**config.mk**
```make
export PLATFORM = sky130hd
export DESIGN_NAME = sevenseg_scan_ctrl
export DESIGN_NICKNAME = d
export VERILOG_FILES = /design/src/rtl/sevenseg_pkg.sv /design/src/rtl/sevenseg.sv /design/src/rtl/sevenseg_scan_ctrl.sv
export SDC_FILE = /design/constraint.sdc
export NUM_CORES = 1
export LEC_CHECK = 0
export CAP_MARGIN = 20
export CELL_PAD_IN_SITES_DETAIL_PLACEMENT = 1
export CELL_PAD_IN_SITES_GLOBAL_PLACEMENT = 2
export CORE_UTILIZATION = 40
export CTS_BUF_LIST = sky130_fd_sc_hd__clkbuf_16
export CTS_CLUSTER_DIAMETER = 60
export DETAILED_ROUTE_END_ITERATION = 8
export PLACE_DENSITY = 0.95
export SETUP_SLACK_MARGIN = 0.05
export SLEW_MARGIN = 20
export SYNTH_ARGS = -nofsm -noshare
export SYNTH_HDL_FRONTEND = slang
export SYNTH_SLANG_ARGS = --single-unit
```
**constraint.sdc**
```tcl
create_clock -name clk -period 6.5 [get_ports clk]
set_input_delay 1.3 -clock clk [delete_from_list [all_inputs] [get_ports clk]]
set_output_delay 1.3 -clock clk [all_outputs]
set_load 0.1 [all_outputs]
```
**src/rtl/sevenseg_pkg.sv**
```systemverilog
// Shared types and constants for the multiplexed seven-segment display path.
package sevenseg_pkg;

  localparam int MAX_DIGITS = 8;
  localparam logic [6:0] SEG_BLANK = 7'h7F;

  typedef enum logic {
    IDLE,
    SCAN
  } state_e;

endpackage

```
**src/rtl/sevenseg.sv**
```systemverilog
// Hex nibble to active-low segment pattern {g,f,e,d,c,b,a}.
module sevenseg (
  input  logic [3:0] hex,
  output logic [6:0] seg
);

  always_comb begin
    seg = 7'h7F;
    unique case (hex)
      4'h0: seg = 7'h40;
      4'h1: seg = 7'h79;
      4'h2: seg = 7'h24;
      4'h3: seg = 7'h30;
      4'h4: seg = 7'h19;
      4'h5: seg = 7'h12;
      4'h6: seg = 7'h02;
      4'h7: seg = 7'h78;
      4'h8: seg = 7'h00;
      4'h9: seg = 7'h10;
      4'hA: seg = 7'h08;
      4'hB: seg = 7'h03;
      4'hC: seg = 7'h46;
      4'hD: seg = 7'h21;
      4'hE: seg = 7'h06;
      4'hF: seg = 7'h0E;
    endcase
  end

endmodule

```
**src/rtl/sevenseg_scan_ctrl.sv**
```systemverilog
// Scans a double-buffered hex value across DIGITS common-anode displays
// through a single shared decoder.
module sevenseg_scan_ctrl
  import sevenseg_pkg::*;
#(
  parameter int DIGITS      = 8,
  parameter int REFRESH_DIV = 50000
) (
  input  logic                  clk,
  input  logic                  rst,
  input  logic                  load_valid,
  output logic                  load_ready,
  input  logic [4*DIGITS-1:0]   load_data,
  input  logic                  blank_en,
  output logic [DIGITS-1:0]     digit_sel,
  output logic [6:0]            seg,
  output logic                  frame_done
);

  localparam int CNT_W = (REFRESH_DIV > 1) ? $clog2(REFRESH_DIV) : 1;
  localparam int IDX_W = $clog2(DIGITS);
  localparam int DW    = 4 * DIGITS;

  localparam logic [CNT_W-1:0] CNT_TC   = CNT_W'(REFRESH_DIV - 1);
  localparam logic [IDX_W-1:0] IDX_LAST = IDX_W'(DIGITS - 1);

  state_e             state_q, state_d;
  logic [CNT_W-1:0]   div_cnt_q, div_cnt_d;
  logic [IDX_W-1:0]   idx_q, idx_d;
  logic [DW-1:0]      disp_q, disp_d;
  logic [DW-1:0]      pend_q, pend_d;
  logic               pend_vld_q, pend_vld_d;
  logic [DIGITS-1:0]  digit_sel_q, digit_sel_d;
  logic [6:0]         seg_q, seg_d;

  logic               tc;
  logic               wrap;
  logic               accept;
  logic [3:0]         nib;
  logic               blank_dig;
  logic               zacc;
  logic [6:0]         dec_seg;
  logic [DIGITS-1:0]  sel_next;

  sevenseg u_dec (
    .hex (nib),
    .seg (dec_seg)
  );

  // Walk from the top nibble down so zacc tracks "all higher digits zero".
  always_comb begin
    nib       = 4'h0;
    blank_dig = 1'b0;
    zacc      = 1'b1;
    for (int i = DIGITS - 1; i >= 0; i--) begin
      zacc = zacc && (disp_q[4*i +: 4] == 4'h0);
      if (idx_q == IDX_W'(i)) begin
        nib       = disp_q[4*i +: 4];
        blank_dig = blank_en && zacc && (i != 0);
      end
    end
  end

  always_comb begin
    tc         = (div_cnt_q == CNT_TC);
    wrap       = (state_q == SCAN) && tc && (idx_q == IDX_LAST);
    load_ready = !pend_vld_q;
    accept     = load_valid && load_ready;
    frame_done = wrap;

    state_d    = state_q;
    div_cnt_d  = div_cnt_q;
    idx_d      = idx_q;
    disp_d     = disp_q;
    pend_d     = pend_q;
    pend_vld_d = pend_vld_q;

    unique case (state_q)
      IDLE: begin
        if (accept) begin
          disp_d    = load_data;
          state_d   = SCAN;
          div_cnt_d = '0;
          idx_d     = '0;
        end
      end
      SCAN: begin
        if (tc) begin
          div_cnt_d = '0;
          idx_d     = (idx_q == IDX_LAST) ? '0 : idx_q + IDX_W'(1);
        end else begin
          div_cnt_d = div_cnt_q + CNT_W'(1);
        end
        // Commit uses the old pend_vld, so a same-cycle load waits a frame.
        if (wrap && pend_vld_q) begin
          disp_d     = pend_q;
          pend_vld_d = 1'b0;
        end
        if (accept) begin
          pend_d     = load_data;
          pend_vld_d = 1'b1;
        end
      end
    endcase

    sel_next    = (state_q == SCAN) ? ~(DIGITS'(1) << idx_q) : '1;
    digit_sel_d = sel_next;
    if (state_q != SCAN || sel_next != digit_sel_q || blank_dig) begin
      seg_d = SEG_BLANK;
    end else begin
      seg_d = dec_seg;
    end
  end

  always_ff @(posedge clk or posedge rst) begin
    if (rst) begin
      state_q     <= IDLE;
      div_cnt_q   <= '0;
      idx_q       <= '0;
      disp_q      <= '0;
      pend_q      <= '0;
      pend_vld_q  <= 1'b0;
      digit_sel_q <= '1;
      seg_q       <= SEG_BLANK;
    end else begin
      state_q     <= state_d;
      div_cnt_q   <= div_cnt_d;
      idx_q       <= idx_d;
      disp_q      <= disp_d;
      pend_q      <= pend_d;
      pend_vld_q  <= pend_vld_d;
      digit_sel_q <= digit_sel_d;
      seg_q       <= seg_d;
    end
  end

  assign digit_sel = digit_sel_q;
  assign seg       = seg_q;

endmodule

```
---- After elaboration in Yosys (flattened, before gate mapping) ----
Memory sizes are Yosys's and may differ from the RTL's.
Cells that the tools add are included.
storage, ports and cells
  bits in registers ....................... 100
  memory bits (read-only) ................. 112
  output and inout port bits .............. 17
  word-level logic and storage cells ...... 91
  memories ................................ 1
memory list
  name             depth  bits a word  read ports  clocked after memory_dff  write ports  RTL line       RTL
  (no name shown)  16     7            1           0                         0            sevenseg.sv:9  unique case (hex)
cells by class
  $add $sub $neg .......................... 2
  equal/unequal tests ..................... 12
  shift-type cells ........................ 1
  mux-type cells .......................... 32
  bitwise operators ....................... 2
  reduce and logical (&&, ||, !) cells .... 33
operators with widths
  cell                     number
  $mux W32                 2
  $pmux W32 S2             1
  $mux W16                 2
  $mux W4                  8
  $pmux W16 S2             1
  $logic_not A4 Y1         7
  $logic_and A1 B1 Y1      17
  $add A16 B1 Y16 const B  1
  $eq A16 B16 Y1 const B   1
  $eq A3 B3 Y1 const B     4
  $mux W1                  12
  $mux W3                  3
  $mux W8                  1
  $ne A8 B8 Y1             1
  $not A8 Y8               1
  $reduce_and A2 Y1        4
  $shl A1 B3 Y8 const A    1
  $mux W7                  1
  $eq A3 B2 Y1 const B     2
  $pmux W3 S2              1
  $ne A2 B1 Y1 const B     2
  $add A3 B1 Y3 const B    1
  $eq A3 B1 Y1 const B     1
  $logic_not A3 Y1         1
  5 further kinds          6

---- Depth between registers and ports, before layout ----
  depth in word-level cells ............... 12
  depth in mapped cells ................... 14

---- Modules after synthesis ----
Synthesis repeated with hierarchy kept, for this count alone.
unflattened totals
  cell total of the unflattened synthesis .. 526
  area total of the unflattened synthesis .. 5346.4 sq um
modules (own cells, without submodules)
  module              times used  cells each  area an instance (sq um)  seq. area each (sq um)
  sevenseg_scan_ctrl  1           494         5071.1                    2521.2
  sevenseg            1           32          275.3                     0.0

---- Worst setup path after synthesis ----
No wires, ideal clock.
  kind .................................... register to output
  from .................................... register div_cnt_q[0]
  to ...................................... output frame_done
  arrival ................................. 1.993 ns
  required time ........................... 5.200 ns
  path slack .............................. 3.207 ns
  cell stages (with the launch flop) ...... 5
  buffers on the path ..................... 0
  path through ............................ dfrtp_1 > ha_1 > nand4b_1 > nor4_4 > and3_1
between the ends
  longest elaborated chain between the ends .. 3
RTL lines
  what                               RTL line                   RTL
  start: declaration                 sevenseg_scan_ctrl.sv:28   logic [CNT_W-1:0] div_cnt_q, div_cnt_d;
  start signal: assignment           sevenseg_scan_ctrl.sv:127  div_cnt_q <= div_cnt_d;
  $eq A16 B16 Y1                     sevenseg_scan_ctrl.sv:65   tc = (div_cnt_q == CNT_TC);
  $logic_and A1 B1 Y1 (2 in series)  sevenseg_scan_ctrl.sv:66   wrap = (state_q == SCAN) && tc && (idx_q == IDX_LAST);
  end: declaration                   sevenseg_scan_ctrl.sv:17   output logic frame_done
Every way passes these cells.

---- Worst setup path in the final report ----
  from .................................... register idx_q[2]
  to ...................................... output frame_done
between the ends
  longest elaborated chain between the ends .. 2
RTL lines
  what                      RTL line                   RTL
  start: declaration        sevenseg_scan_ctrl.sv:29   logic [IDX_W-1:0] idx_q, idx_d;
  start signal: assignment  sevenseg_scan_ctrl.sv:128  idx_q <= idx_d;
  $eq A3 B3 Y1              sevenseg_scan_ctrl.sv:66
  $logic_and A1 B1 Y1       sevenseg_scan_ctrl.sv:66
Every way passes these cells.

==> summary.md <==
| Metric | Value |
|---|---|
| Hold Crit Class | `reg -> reg` |
| Layout Nets | `600` |
| Slew Limit Fails | `0` |
| Setup bufs post-CTS | `0` |
| Yosys top cell area share | `0.408` |
| Area leader, netlist | `dfrtp_1` |
| Max cap viols | `0` |
| Layout cells sized above 1 | `0.133` |
| Slew @ Worst Pin | `0.997 ns` |
| CTS tree | `built` |
| GRT overflow | `0` |
| Synth cell count leaders | `dfrtp_1 (85), nor2_1 (50), a21oi_1 (42)` |
| Ys async rst share | `1.00` |
| TritonRoute pass-1 iters | `4` |
| Combinational share of power | `0.198` |
| Ys flop type | `dfrtp_1` |
| Multi-input gate area | `2520 um^2` |
| Worst-Skew Late Latency | `0.36 ns` |
| Crit path time final | `4.48 ns` |
| DRC | `0` |
| Clock transition at path regs | `0.07 ns` |
| I/O Buffers | `52` |
| Reported net switching power | `0.480 mW` |
| I/O pin count | `53` |
| CORE AREA | `12700 um^2` |
| Die X | `116 um` |
| Final Setup Violations | `0` |
| Placed wire-length estimate | `9.44 mm` |
| WP data required | `5.20 ns` |
| Syn Nets | `561` |
| Die Height | `116 um` |
| CTS sink count | `100` |
| GRT Util Overall | `0.216` |
| Num CTS Buffers | `9` |
| Synth unique cells | `62` |
| Iteration-0 DRC count of the detailed router | `153` |
| WS Path Type | `reg -> out` |
| Area grow syn2layout | `18.2%` |
| Via density | `5.55` |
| Vias | `4044` |
| FF/Latch Area | `2520 um^2` |
| WL final | `13.0 mm` |
| Initial antenna violation count | `0` |
| Arr. time, crit path | `3.18 ns` |
| Setup WS post-layout | `2.02 ns` |
| Overall Power | `1.55 mW` |
| Cells after synthesis | `512` |
| Hold_buf cts | `0` |
| Number of diodes | `0` |
| Reg-to-Reg End | `seg[4]` |
| Largest net degree at the start of global routing | `65` |
| Post-DRT Antenna Nets | `0` |
| CTS Buffer Depth | `2` |
| Area after DPL | `5870 um^2` |
| R2R cell count | `10` |
| Sequential-to-total area share from yosys stat | `0.483` |
| H-tree depth | `3` |
| Seq cells post-synth | `100` |
| Placer Congestion | `0.822` |
| WL/cell | `17.9 um` |
| Reg-to-Reg Start | `idx_q[2]` |
| Clock network power share | `0.352` |
| Pwr per Cell Area | `251 nW/um^2` |
| Hold Violations, Final | `0` |
| Critical Path End Type | `output pin` |
| Synthesized area | `5220 um^2` |
| Core Util, Final | `0.487` |
| Maximum vdd drop | `0.157 mV` |
| Fmax | `0.223 GHz` |
| RSZ-0062 raised after global routing | `false` |
| Yosys warns | `0` |
| Fill cell count | `1430` |
| Flop pwr share | `0.450` |
| Internal | `1.06 mW` |
| Worst Hold Endpoint | `pend_q[18]` |
| Leak | `2.66 nW` |
| # resized after CTS | `0` |
| Initial Util | `0.412` |
| Setup TNS | `0 ns` |
| Max Clock Skew | `0.00888 ns` |
| R2R setup slack | `2.67 ns` |
| Rows | `41` |
| Finished Cell Area | `6170 um^2` |
| Syn Area/Cell | `10.2 um^2` |
| Root Buffer | `clkbuf_16` |
| Element type at the critical path start | `flop` |
| Net Sw Frac | `0.311` |
| Most frequent cell after synthesis | `dfrtp_1` |
| First-pass GRT wire length | `22.0 mm` |
| Hold_sp | `pend_q[18]` |
| Number of flops mapped to enable cells by yosys | `0` |
| Die footprint | `13500 um^2` |
| Synth top area cells | `dfrtp_1 (41%), dfstp_2 (7.6%), mux2i_1 (7.1%), mux2_2 (6.9%), a21oi_1 (4.0%)` |
| Max-slew headroom | `0.333` |
| Hold path depth | `1` |
| Fin crit share | `0.690` |
| Vias in the first global route | `4361` |
| Outcome | `complete, no violations` |
| CP Max Fanout | `25` |
| Pre-CTS WS | `2.42 ns` |
==> through the flow <==
step | hold WS (ns) | std cells
2_1_floorplan | 0.451 | 512
3_3_place_gp | 0.471 | 712
3_5_place_dp | 0.486 | 712
4_1_cts | 0.506 | 728
5_1_grt | 0.526 | 728
6_report | 0.507 | 728
==> cells by family (layout without fill, tap and decap cells) <==
logic type	after synthesis	in the layout	synth area share
and+or+nand+nor	157	157	0.153
AOI/OAI and AO/OA	125	125	0.150
DFF	100	100	0.483
muxes	69	69	0.140
buffers and inverters	43	87	0.0348
adders and majority gates	13	13	0.0312
xor gates and xnor gates	5	5	0.00839
==> sequential cells by signal, summed over array words and instances, names as in the netlist <==
| register | flops |
|---|---|
| state_q | 1 |
| disp_q | 32 |
| digit_sel | 8 |
| seg | 7 |
| div_cnt_q | 16 |
| pend_q | 32 |
| pend_vld_q | 1 |
| idx_q | 3 |
==> placed cells by master (no fill, tap or decap), types with 7 or more instances in the layout <==
master           synthesis  routed
clkdlybuf4s50_1          0      52
dfstp_2                 15      15
nor2_1                  50      50
inv_1                   15      15
mux2_2                  32      32
a21oi_1                 42      42
nand2_1                 36      36
ha_1                    13      13
o21ai_0                 35      35
nand3_1                 18      18
dfrtp_1                 85      84
mux2i_1                 37      37
nand2b_1                 7       7
clkbuf_16                0       9
==> metal layers <==
| layer | vias up | routed length (um) | global-route usage |
|---|---|---|---|
| met1 | 2030 | 5720 | 0.261 |
| li1 | 1937 | - | - |
| met5 | - | 0 | 0 |
| met4 | 0 | 207 | 0.0684 |
| met2 | 57 | 6650 | 0.378 |
| met3 | 20 | 421 | 0.0535 |
==> worst max-delay path by stage <==
| stage | start | to | slack, ns | cells past startpoint |
|---|---|---|---|---|
| floorplan | rst | disp_q[0] | 2.61 | 1 |
| global placement | idx_q[2] | frame_done | 2.50 | 3 |
| detailed placement | idx_q[2] | frame_done | 2.42 | 3 |
| CTS | idx_q[2] | frame_done | 2.01 | 3 |
| global route | idx_q[2] | frame_done | 1.87 | 3 |
| finish | idx_q[2] | frame_done | 2.02 | 3 |
==> critical path, stage by stage, from the launching register on <==
cell and delay [ns]:
dfrtp_1 0.86, ha_1 0.55, and3_1 0.27, clkdlybuf4s50_1 1.14
==> power by group through the flow <==
stage / Combinational [mW] / Sequential, mW / Clock (mW)
final: 0.306 / 0.696 / 0.543
after global routing: 0.333 / 0.701 / 0.586
after CTS: 0.309 / 0.695 / 0.560
after detailed placement: 0.308 / 0.707 / 0
after global placement: 0.301 / 0.705 / 0
after floorplan: 0.134 / 0.790 / 0
==> cell type report <==
cell class	instances	area share
clock buffer	9	0.0365
clock inverter	7	0.0118
inverter	15	0.00954
multi-input combinational	369	0.409
sequential	100	0.409
tap	172	0.0349
timing repair buffer	56	0.0893
(Power assumes the default switching activity.)
